--- config.mk ---
export PLATFORM = sky130hd
export DESIGN_NAME = ptos_word_feeder
export DESIGN_NICKNAME = d
export VERILOG_FILES = /design/src/rtl/feeder_pkg.sv /design/src/rtl/ptos_word_feeder_bit_down_counter.sv /design/src/rtl/ptos_word_feeder.sv
export SDC_FILE = /design/constraint.sdc
export NUM_CORES = 1
export LEC_CHECK = 0
export ABC_AREA = 1
export BUFFER_PORTS_ARGS = -buffer_cell sky130_fd_sc_hd__clkbuf_2
export CORE_MARGIN = 3
export CORE_UTILIZATION = 46
export DETAILED_ROUTE_END_ITERATION = 8
export PLACE_DENSITY = 0.82
export SLEW_MARGIN = 0
export SYNTH_ARGS = -nofsm -noshare
export SYNTH_HDL_FRONTEND = slang
export SYNTH_SLANG_ARGS = --single-unit
export TNS_END_PERCENT = 100
--- constraint.sdc ---
create_clock -name clk -period 1.1 [get_ports clk]
set_input_delay 0.22 -clock clk [delete_from_list [all_inputs] [get_ports clk]]
set_output_delay 0.22 -clock clk [all_outputs]
set_load 0.05 [all_outputs]
--- src/rtl/feeder_pkg.sv ---
// Shared types and defaults for the ptos_word_feeder serialiser.
// FEEDER_PARITY_EN (in the top) enables the trailing even-parity cycle.
package feeder_pkg;

    localparam int DEFAULT_WIDTH = 8;

    typedef enum logic [1:0] {
        IDLE   = 2'd0,
        SHIFT  = 2'd1,
        PARITY = 2'd2
    } feeder_state_t;

    // Even parity: the appended bit makes the total count of ones even.
    function automatic logic even_parity(input logic [63:0] word);
        return ^word;
    endfunction

endpackage

--- src/rtl/ptos_word_feeder_bit_down_counter.sv ---
// Loadable down-counter with a zero flag; holds at zero instead of wrapping.
module bit_down_counter #(
    parameter int CNT_W = 3
) (
    input  logic             clk,
    input  logic             rst,
    input  logic             load,
    input  logic [CNT_W-1:0] load_value,
    input  logic             dec,
    output logic [CNT_W-1:0] count,
    output logic             zero
);

    logic [CNT_W-1:0] count_r;

    // Count register: load has priority over decrement.
    always_ff @(posedge clk or posedge rst) begin
        if (rst) begin
            count_r <= {CNT_W{1'b0}};
        end else if (load) begin
            count_r <= load_value;
        end else if (dec && (count_r != {CNT_W{1'b0}})) begin
            count_r <= count_r - CNT_W'(1);
        end else begin
            count_r <= count_r;
        end
    end

    assign count = count_r;
    assign zero  = (count_r == {CNT_W{1'b0}});

endmodule

--- src/rtl/ptos_word_feeder.sv ---
// Parallel-to-serial word feeder, MSB first, back-to-back streaming.
// Define FEEDER_PARITY_EN to append an even-parity bit after each word.
module ptos_word_feeder
    import feeder_pkg::*;
#(
    parameter int WIDTH = DEFAULT_WIDTH
) (
    input  logic             clk,
    input  logic             rst,
    input  logic [WIDTH-1:0] load_data,
    input  logic             load_valid,
    output logic             load_ready,
    output logic             serial_out,
    output logic             serial_valid,
    output logic             word_done
);

    localparam int CNT_W = $clog2(WIDTH);
    localparam logic [CNT_W-1:0] LAST_CNT = CNT_W'(WIDTH - 1);

    feeder_state_t    state_r;
    feeder_state_t    next_state_s;
    logic [WIDTH-1:0] shift_r;
    logic [CNT_W-1:0] bit_cnt_s;
    logic             cnt_zero_s;
    logic             cnt_dec_s;
    logic             accept_s;
`ifdef FEEDER_PARITY_EN
    logic             parity_r;
`endif

    // load_ready never looks at load_valid, so this has no combinational loop.
    assign accept_s  = load_valid && load_ready;
    assign cnt_dec_s = (state_r == SHIFT) && (bit_cnt_s != {CNT_W{1'b0}});

    bit_down_counter #(
        .CNT_W (CNT_W)
    ) u_bit_cnt (
        .clk        (clk),
        .rst        (rst),
        .load       (accept_s),
        .load_value (LAST_CNT),
        .dec        (cnt_dec_s),
        .count      (bit_cnt_s),
        .zero       (cnt_zero_s)
    );

    // State register.
    always_ff @(posedge clk or posedge rst) begin
        if (rst) begin
            state_r <= IDLE;
        end else begin
            state_r <= next_state_s;
        end
    end

    // Next-state and output decode; outputs depend only on state and count.
    always_comb begin
        next_state_s = state_r;
        load_ready   = 1'b0;
        word_done    = 1'b0;
        serial_out   = 1'b0;
        serial_valid = 1'b0;
        case (state_r)
            IDLE: begin
                load_ready = 1'b1;
                if (load_valid) begin
                    next_state_s = SHIFT;
                end else begin
                    next_state_s = IDLE;
                end
            end
            SHIFT: begin
                serial_out   = shift_r[WIDTH-1];
                serial_valid = 1'b1;
                if (cnt_zero_s) begin
`ifdef FEEDER_PARITY_EN
                    next_state_s = PARITY;
`else
                    load_ready = 1'b1;
                    word_done  = 1'b1;
                    if (load_valid) begin
                        next_state_s = SHIFT;
                    end else begin
                        next_state_s = IDLE;
                    end
`endif
                end else begin
                    next_state_s = SHIFT;
                end
            end
`ifdef FEEDER_PARITY_EN
            PARITY: begin
                serial_out   = parity_r;
                serial_valid = 1'b1;
                load_ready   = 1'b1;
                word_done    = 1'b1;
                if (load_valid) begin
                    next_state_s = SHIFT;
                end else begin
                    next_state_s = IDLE;
                end
            end
`endif
            default: begin
                next_state_s = IDLE;
            end
        endcase
    end

    // Shift register: reload on accept, zero-filled left shift while serialising.
    always_ff @(posedge clk or posedge rst) begin
        if (rst) begin
            shift_r <= {WIDTH{1'b0}};
        end else if (accept_s) begin
            shift_r <= load_data;
        end else if (state_r == SHIFT) begin
            shift_r <= {shift_r[WIDTH-2:0], 1'b0};
        end else begin
            shift_r <= shift_r;
        end
    end

`ifdef FEEDER_PARITY_EN
    // Parity is captured at accept since the data is only valid in that cycle.
    always_ff @(posedge clk or posedge rst) begin
        if (rst) begin
            parity_r <= 1'b0;
        end else if (accept_s) begin
            parity_r <= even_parity(64'(load_data));
        end else begin
            parity_r <= parity_r;
        end
    end
`endif

endmodule

==> impl_metrics.py, run 1 <==
metrics = {
    "clocking": {
        "clk_latency_ps": 280,
        "cts_inserted_buffers": 3,
        "clk_path_buf_depth": 2,
        "clock-root-buffer": "clkbuf_4",
        "path_clk_slew_ps": 80,
        "cts_tree": "built",
        "cts.sink_count": 12,
        "htreeDepth": 1,
    },
    "synthesis": {
        "synth_edf_count": 0,
        "yosysTopAreaCell": "dfrtp_1",
        "async_flop_share_pct": 100,
        "synth.top_cells.by_area": "dfrtp_1, nand2_1, nand3_1",
        "syn-cell-area_um2": 677,
        "yosysWarningCount": 0,
        "synthCells": 87,
        "synth_common_cells": "nand2_1, inv_1, nand3_1, dfrtp_1, nor2_1",
        "yosysMostFrequentCell": "nand2_1",
        "ys.flop_type": "dfrtp_1",
        "synth_top_area_share_pct": 44.4,
        "synth_nets": 100,
        "ys_types": 14,
        "synth-seq-cells": 12,
        "yosysSeqAreaShare_pct": 44.4,
        "syn_area_per_cell_um2": 7.78,
    },
    "final_layout": {
        "nNetsFinal": 129,
        "drive_above_1_share_pct": 53.0,
        "num-fill-cells": 77,
        "area_delta_synth_final_pct": 63.6,
        "fin_util_pct": 83.0,
        "antenna_cells": 0,
        "multi_input_area_um2": 403,
        "regArea_um2": 304,
    },
    "critical_path": {
        "end_kind": "primary output",
        "cp-start-kind": "flop",
        "critPathMaxFanout": 7,
        "crit_arrival_ps": 1170,
        "reg2reg_setup_slack_ps": -170,
        "r2r-end": "u_bit_cnt.count[0]",
        "r2r_start": "u_bit_cnt.count[1]",
        "crit_required_ps": 880,
        "r2r_cells": 9,
        "crit_type": "reg2out",
    },
    "grt": {
        "grtUsageTotal_pct": 20.1,
        "grt_max_degree": 15,
        "grt_overflow_total": 0,
        "antenna_found_initial": 0,
        "grt_pass1_vias": 634,
        "grt_first_pass_wirelength_mm": 2.77,
    },
    "route": {
        "drc": 0,
        "drt_iter0_markers": 18,
        "antenna_left": 0,
        "wl_per_cell_um": 14.7,
        "vias_per_cell": 5.25,
        "wl_mm": 1.91,
        "vias": 683,
        "dr.pass1.iters": 4,
    },
    "timing": {
        "fin_crit_sh_pct": 127,
        "finalWorstSetupSlack_ps": -294,
        "fmax_mhz": 717,
        "setup_violations": 16,
        "rsz0062_at_grt": "true",
        "relSlewSlack_pct": 68.4,
        "finClkSkew_ps": 6.49,
        "period_minus_slack_ps": 1390,
        "final-max-slew-violation-count": 0,
        "hold_viol": 0,
        "worst_pin_slew_ps": 474,
    },
    "floorplanning": {
        "die_y_um": 44.4,
        "die_x_um": 44.4,
        "row_count": 13,
        "pin_count": 15,
        "die_area_um2": 1970,
        "initial_core_util_pct": 50.8,
        "core_area_um2": 1330,
    },
    "min_path": {
        "holdPathEnd": "shift_r[1]",
        "hold_path.class": "in2reg",
        "whs_path_depth": 3,
        "worstHoldStart": "load_data[1]",
    },
    "power_and_ir_drop": {
        "peakVddDrop_mv": 1.47,
        "report.power.total_uw": 3070,
        "p_per_area_nw_per_um2": 2780,
        "cellLeakagePower_uw": 0.000559,
    },
    "run_status": {
        "violations": "negative setup slack",
        "status": "complete, but fails checks",
    },
    "placed_design": {
        "place.gp.congestion": 0.758,
        "dp_slack_ps": -117,
        "io_buffer_count": 14,
        "dp.final_hpwl_um": 992,
    },
    "flow_run": {
        "maxCapViolCount": 0,
    },
}
state kept, by name, indices dropped and copies added (netlist names):
signal	count
state_r	1
u_bit_cnt.count	3
shift_r	8
worst max path at each step:
stage	start	endpoint	slack, ps	cells past startpoint
2_1_floorplan	u_bit_cnt.count[0]	word_done	-50	4
3_3_place_gp	u_bit_cnt.count[0]	word_done	-100	5
3_5_place_dp	u_bit_cnt.count[0]	word_done	-120	5
4_1_cts	u_bit_cnt.count[1]	word_done	-310	5
5_1_grt	u_bit_cnt.count[1]	word_done	-350	5
6_report	state_r[0]	serial_out	-290	3
routing by layer:
| layer | vias to the layer above | global-route usage [%] | routed length, um |
|---|---|---|---|
| met2 | 23 | 33.4 | 1060 |
| met1 | 330 | 23.4 | 705 |
| li1 | 325 | - | - |
| met4 | 0 | 14.5 | 53 |
| met5 | - | 0 | 0 |
| met3 | 5 | 2.85 | 89 |
logic make-up (layout without fill, tap and decap cells):
kind of cell	count (synthesis)	count (layout)	synth area share [%]
buffers and inverters	19	47	13.3
AND/OR/NAND/NOR	53	53	37.9
AO/OA/AOI/OAI	1	1	0.739
flip-flops	12	12	44.4
adder cells (fa/ha/maj)	2	2	3.70
area by class of cell:
type	instances	area share, %
repair buffers	27	25.2
flip-flops and latches	12	27.5
multi-input cells	56	36.4
inverters	16	5.99
clock buffers	4	3.28
well taps	15	1.69
stage by stage:
| step | cells | instance area, um^2 | hold WS [ps] | setup TNS [ps] |
|---|---|---|---|---|
| final | 130 | 1110 | 168 | -2340 |
| after global routing | 130 | 1110 | 184 | -3280 |
| after CTS | 131 | 1040 | 152 | -2220 |
| after detailed placement | 120 | 848 | 235 | -465 |
| after global placement | 120 | 848 | 229 | -287 |
| after floorplan | 87 | 733 | 84.7 | -180 |
worst max-delay path, cell delays in order (launching register included):
cell        delay [ps]
dfrtp_4            550
nand2_4             90
clkinvlp_4          90
clkbuf_16          170
cell usage in the layout, fill, tap and decap left out, types with 2 or more instances in the layout:
cell       netlist  routed
nor2_1           5       2
nor2_2           2       4
clkbuf_2         0      10
inv_1           16      11
nand2_4          0       4
nand3_2          3       9
nand3_1         15       9
buf_6            2       5
inv_2            0       3
nor2_4           1       2
dfrtp_1         12      11
nand2_1         24      18
buf_8            0       2
buf_4            1       5
clkbuf_16        0       3
nand2_2          2       3
clkbuf_4         0       3
ha_4             0       2
timing repair:
item                                    in CTS  in global routing
hold buffers                                 1                  0
pin swaps                                    5                  8
endpoints found under the hold margin       12                  0
resized for setup                           22                 18
setup buffers                                6                  1
endpoints found under the setup margin      13                 16
power by group:
group          switching (uW)  internal, uW
logic                    1030           917
registers                 141           627
clock network             158           202
total                    1330          1750
No activity file was read; power rests on OpenSTA's default activity.
==> inputs of run 2 (changes only) <==
--- a/config.mk
+++ b/config.mk
@@ -7,10 +7,13 @@
 export LEC_CHECK = 0
 export ABC_AREA = 1
 export BUFFER_PORTS_ARGS = -buffer_cell sky130_fd_sc_hd__clkbuf_2
+export CELL_PAD_IN_SITES_DETAIL_PLACEMENT = 0
+export CELL_PAD_IN_SITES_GLOBAL_PLACEMENT = 2
 export CORE_MARGIN = 3
-export CORE_UTILIZATION = 46
+export CORE_UTILIZATION = 29
 export DETAILED_ROUTE_END_ITERATION = 8
-export PLACE_DENSITY = 0.82
+export PLACE_DENSITY = 0.86
+export SKIP_LAST_GASP = 1
 export SLEW_MARGIN = 0
 export SYNTH_ARGS = -nofsm -noshare
 export SYNTH_HDL_FRONTEND = slang
==> constraint.sdc (replaced) <==
create_clock -name clk -period 1.38 [get_ports clk]
set_input_delay 0.276 -clock clk [delete_from_list [all_inputs] [get_ports clk]]
set_output_delay 0.276 -clock clk [all_outputs]
set_load 0.05 [all_outputs]
==> run 2 against run 1 <==
The flow finishes with violations (negative hold slack, negative setup slack). Final cell count rose by 4.6%. Sequential cell count did not move. Routed wire length fell by 26%. Setup slack improved by 240 ps. Utilization fell by 40 points. Largest cell class unchanged. Cell area fell by 19%. Combinational power fell by 47%. Sequential share of layout area rose by 6.2 points. Sequential power fell by 25%. Global-route usage fell by 9.4 points. Non-clock buffer count fell by 6.
==> impl_metrics.py, run 2 (synthesis results as in run 1) <==
metrics = {
    "final_layout": {
        "num-fill-cells": 240,
        "final_cell_mix": "nand2_1, nand3_1, inv_1, clkbuf_2, dfrtp_1",
        "regMostFlops": "shift_r",
        "nNetsFinal": 123,
        "area_delta_synth_final_pct": 32.3,
        "antenna_cells": 0,
        "drive_above_1_share_pct": 35.8,
        "largest_reg_flops": 8,
        "mostFrequentLayoutCell": "nand2_1",
    },
    "timing": {
        "hold_viol": 12,
        "fin_crit_sh_pct": 104,
        "tns_ps": -114,
        "worst_pin_slew_ps": 477,
        "relSlewSlack_pct": 68.1,
        "finClkSkew_ps": 5.69,
        "setup_violations": 2,
        "period_minus_slack_ps": 1440,
        "finalWorstSetupSlack_ps": -59.0,
        "final-max-slew-violation-count": 0,
        "fmax_mhz": 695,
        "whs_ps": -19.1,
        "rsz0062_at_grt": "true",
    },
    "clocking": {
        "cts_inserted_buffers": 3,
        "path_clk_slew_ps": 80,
        "htreeDepth": 1,
        "clk_latency_ps": 270,
        "cts_tree": "built",
        "cts.sink_count": 12,
        "clock-root-buffer": "clkbuf_4",
        "cts_hold_buf": 0,
        "clk_path_buf_depth": 2,
    },
    "power_and_ir_drop": {
        "p_per_area_nw_per_um2": 2120,
        "cellLeakagePower_uw": 0.000487,
        "peakVddDrop_mv": 0.803,
        "report.power.total_uw": 1900,
    },
    "run_status": {
        "violations": "negative hold slack, negative setup slack",
        "status": "complete, but fails checks",
    },
    "critical_path": {
        "crit_type": "reg2out",
        "critical-path-max-stage-delay_ps": 380,
        "worstPathCellList": "inv_2 > ha_4 > nand2_4 > nor2_4 > buf_8",
        "end_kind": "primary output",
        "crit_required_ps": 1100,
        "cp-start-kind": "flop",
        "critPathMaxFanout": 4,
        "slowest_stage": "dfrtp_1",
        "reg2reg_setup_slack_ps": 110,
        "crit_arrival_ps": 1160,
    },
    "grt": {
        "antenna_found_initial": 0,
        "grt_max_degree": 15,
        "grt_first_pass_wirelength_mm": 2.28,
        "grt_pass1_vias": 506,
        "grtUsageTotal_pct": 10.7,
        "grt_overflow_total": 0,
    },
    "placed_design": {
        "place.gp.congestion": 0.723,
        "io_buffer_count": 14,
        "dp.final_hpwl_mm": 1.02,
    },
    "floorplanning": {
        "pin_count": 15,
        "core_area_um2": 2080,
        "initial_core_util_pct": 32.5,
        "row_count": 16,
        "die_y_um": 54.3,
        "die_area_um2": 2950,
        "die_x_um": 54.3,
    },
    "min_path": {
        "hold_path.class": "in2async",
    },
    "route": {
        "drc": 0,
        "wl_mm": 1.41,
        "dr.pass1.iters": 4,
        "antenna_left": 0,
        "vias": 575,
        "wl_per_cell_um": 10.4,
        "drt_iter0_markers": 15,
        "vias_per_cell": 4.23,
    },
    "flow_run": {
        "maxCapViolCount": 0,
    },
}
run 2: cell count changes in the layout (fill, tap and decap cells not counted), sizes merged:
| cell | change |
|---|---|
| buf | -4 |
| inv | +1 |
| clkinvlp | -1 |
| clkbuf | -1 |
| dlygate4sd3 | -1 |
run 2: critical path: cells and delay by family, from the launching register on:
family,cells,cell delay (ps)
flip-flops,1,380
buffers and inverters,2,230
AND/OR/NAND/NOR,2,150
adder cells (fa/ha/maj),1,140
run 2: per-layer routing:
layer | routed length (um) | share of wire [%] | GRT usage [%]
met5 | 0 | 0 | 0
met3 | 64 | 4.5 | 4.90
met4 | 10 | 0.71 | 2.49
met2 | 645 | 46 | 15.3
met1 | 689 | 49 | 14.5
run 2: final cells by class:
class | instances | area (um^2) | share of cell area, %
Multi-Input combinational cell | 56 | 319 | 35.6
Sequential cell | 12 | 302 | 33.7
Timing Repair Buffer | 21 | 145 | 16.2
Inverter | 16 | 60.1 | 6.70
Clock buffer | 4 | 36.3 | 4.05
Tap cell | 27 | 33.8 | 3.77
run 2: repair_timing:
item | in CTS | in global routing
buffers inserted | 0 | 1
gates cloned | 0 | 0
endpoints found under the setup margin | 6 | 11
gates resized for setup | 8 | 6
pin swaps | 2 | 1
run 2: path summary, 6_finish.rpt:
path	startpoint	to	cells past startpoint
min in group clk	load_data[0]	shift_r[0]	3
max in group asynchronous	rst	state_r[0]	2
setup / recovery	u_bit_cnt.count[0]	word_done	5
hold reg to reg	shift_r[0]	shift_r[0]	2
setup reg to reg	u_bit_cnt.count[0]	shift_r[7]	8
hold / removal	rst	shift_r[0]	2
run 2: stage by stage:
step | utilization [%] | worst slack [ps] | hold slack, ps | instance area (um^2) | cells
2_1_floorplan | - | 88.4 | 141 | 686 | 87
3_3_place_gp | 38.6 | 29.9 | 298 | 805 | 131
3_5_place_dp | 38.6 | 4.77 | 311 | 805 | 131
4_1_cts | 41.8 | -132 | 3.47 | 871 | 135
5_1_grt | 43.0 | -128 | 18.8 | 896 | 136
6_report | 43.0 | -59.0 | -19.1 | 896 | 136
run 2: power breakdown:
group | total, uW | switching, uW | internal (uW) | leakage (uW)
Clock | 280 | 119 | 160 | 0.0000210
Sequential | 576 | 80.9 | 495 | 0.000150
Combinational | 1040 | 615 | 428 | 0.000316
==> inputs of run 3 (changes only) <==
--- a/config.mk
+++ b/config.mk
@@ -18,4 +18,4 @@
 export SYNTH_ARGS = -nofsm -noshare
 export SYNTH_HDL_FRONTEND = slang
 export SYNTH_SLANG_ARGS = --single-unit
-export TNS_END_PERCENT = 100
+export TNS_END_PERCENT = 10
==> constraint.sdc (replaced) <==
create_clock -name clk -period 1.4 [get_ports clk]
set_input_delay 0.28 -clock clk [delete_from_list [all_inputs] [get_ports clk]]
set_output_delay 0.28 -clock clk [all_outputs]
set_load 0.05 [all_outputs]
==> run 3 against run 2 <==
The run still ends with negative hold slack, negative setup slack left. Cell area increased by 0.56%. Clock power decreased by 17%. Die area unchanged. Count of clock-buffer cells in the layout unchanged. Utilization increased by 0.24 points. Total power decreased by 1.2%. Sequential cell count unchanged. Sequential power about the same. First-iteration DRC count decreased by 40%. Non-clock buffer count increased by 1. Critical endpoint is now load_ready.
==> impl_metrics.py, run 3 (synthesis results as in run 1) <==
metrics = {
    "critical_path": {
        "r2r_start": "u_bit_cnt.count[1]",
        "critical_path_cell_count": 5,
        "r2r_cells": 10,
        "crit_type": "reg2out",
        "r2r-end": "u_bit_cnt.count[1]",
        "end_kind": "primary output",
        "path_common_cell": "nand2_4",
        "cp-start-kind": "flop",
        "crit_required_ps": 1120,
        "worstPathCellList": "inv_2 > ha_4 > nand2_4 > nand2_4 > clkbuf_16",
        "crit_arrival_ps": 1170,
        "critPathMaxFanout": 3,
        "path_delay_family": "flip-flops",
        "reg2reg_setup_slack_ps": 70,
        "critical-path-max-stage-delay_ps": 380,
        "slowest_stage": "dfrtp_1",
        "path_buf_inv": 2,
    },
    "timing": {
        "fmax_mhz": 688,
        "period_minus_slack_ps": 1450,
        "relSlewSlack_pct": 67.7,
        "final-max-slew-violation-count": 0,
        "worst_pin_slew_ps": 483,
        "fin_crit_sh_pct": 104,
        "finClkSkew_ps": 0.500,
        "hold_viol": 12,
        "rsz0062_at_grt": "true",
        "whs_ps": -6.30,
        "setup_violations": 3,
        "finalWorstSetupSlack_ps": -53.5,
    },
    "final_layout": {
        "fin_cells": 137,
        "regMostFlops": "shift_r",
        "antenna_cells": 0,
        "design_area_um2": 901,
        "regArea_um2": 302,
        "mostFrequentLayoutCell": "nand2_1",
        "largest_reg_flops": 8,
        "area_delta_synth_final_pct": 33.1,
        "nNetsFinal": 124,
        "final_cell_mix": "nand2_1, nand3_1, inv_1, clkbuf_2, dfrtp_1",
        "multi_input_area_um2": 319,
        "drive_above_1_share_pct": 35.5,
        "num-fill-cells": 239,
    },
    "route": {
        "antenna_left": 0,
        "vias_per_cell": 4.41,
        "dr.pass1.iters": 4,
        "vias": 604,
        "drc": 0,
        "wl_per_cell_um": 10.2,
        "wl_mm": 1.39,
        "drt_iter0_markers": 9,
    },
    "clocking": {
        "clk_latency_ps": 270,
        "cts_tree": "built",
        "htreeDepth": 1,
        "cts_hold_buf": 0,
        "clk_path_buf_depth": 2,
        "clock-root-buffer": "clkbuf_4",
        "cts.sink_count": 12,
        "path_clk_slew_ps": 80,
        "cts_inserted_buffers": 3,
    },
    "min_path": {
        "hold_path.class": "in2async",
    },
    "grt": {
        "grtUsageTotal_pct": 11.1,
        "grt_overflow_total": 0,
        "grt_max_degree": 15,
        "antenna_found_initial": 0,
        "grt_first_pass_wirelength_mm": 2.35,
        "grt_pass1_vias": 556,
    },
    "power_and_ir_drop": {
        "report.power.total_uw": 1880,
        "peakVddDrop_mv": 0.783,
        "cellLeakagePower_uw": 0.000483,
        "p_per_area_nw_per_um2": 2080,
    },
    "placed_design": {
        "dp_slack_ps": 11.0,
        "place.gp.congestion": 0.700,
        "dp.final_hpwl_mm": 1.05,
        "placed_cell_area_um2": 807,
        "io_buffer_count": 14,
        "dp.cells": 132,
    },
    "floorplanning": {
        "row_count": 16,
        "die_x_um": 54.3,
        "core_area_um2": 2080,
        "die_area_um2": 2950,
        "pin_count": 15,
        "die_y_um": 54.3,
        "initial_core_util_pct": 32.5,
    },
    "run_status": {
        "violations": "negative hold slack, negative setup slack",
        "status": "complete, but fails checks",
    },
    "flow_run": {
        "maxCapViolCount": 0,
    },
}
run 3: changes by cell type in the layout (fill, tap and decap cells not counted):
cell       change
clkbuf_1       +1
clkbuf_4       -1
clkbuf_2       +1
buf_8          -1
clkbuf_16      +1
clkbuf_8       -1
buf_4          +1
run 3: layer usage:
layer	track usage [%]	vias up	share of wire [%]
met5	0	-	0
met2	17.1	11	48
met3	1.63	2	4.5
met4	6.22	0	0.57
li1	-	316	-
met1	14.7	275	47
run 3: worst max path at each step:
stage                             startpoint  slack (ps)    endpoint
final                     u_bit_cnt.count[0]         -50  load_ready
after global routing      u_bit_cnt.count[1]        -110  load_ready
after CTS                 u_bit_cnt.count[1]        -110   word_done
after detailed placement  u_bit_cnt.count[1]          10  load_ready
after global placement    u_bit_cnt.count[0]          40  load_ready
after floorplan                   state_r[0]           4   word_done
run 3: what timing repair did:
action,in CTS,in global routing
resized for setup,13,1
pin swaps,2,1
setup buffers,1,0
setup endpoints to repair,3,6
run 3: cell type report:
cell class	count	area share, %
Multi-Input combinational cell	56	35.4
Sequential cell	12	33.5
Timing Repair Buffer	22	17.8
Inverter	16	6.67
Tap cell	27	3.75
Clock buffer	4	2.92
run 3: stage by stage:
| stage | setup TNS, ps | util [%] |
|---|---|---|
| finish | -105 | 43.3 |
| global route | -333 | 43.3 |
| CTS | -215 | 43.2 |
| detailed placement | 0 | 38.8 |
| global placement | 0 | 38.8 |
| floorplan | 0 | - |
run 3: power breakdown:
part / switching [uW] / total, uW / leakage [uW] / internal (uW)
registers: 87.3 / 575 / 0.000150 / 488
clock network: 121 / 231 / 0.0000150 / 110
logic: 605 / 1070 / 0.000318 / 466
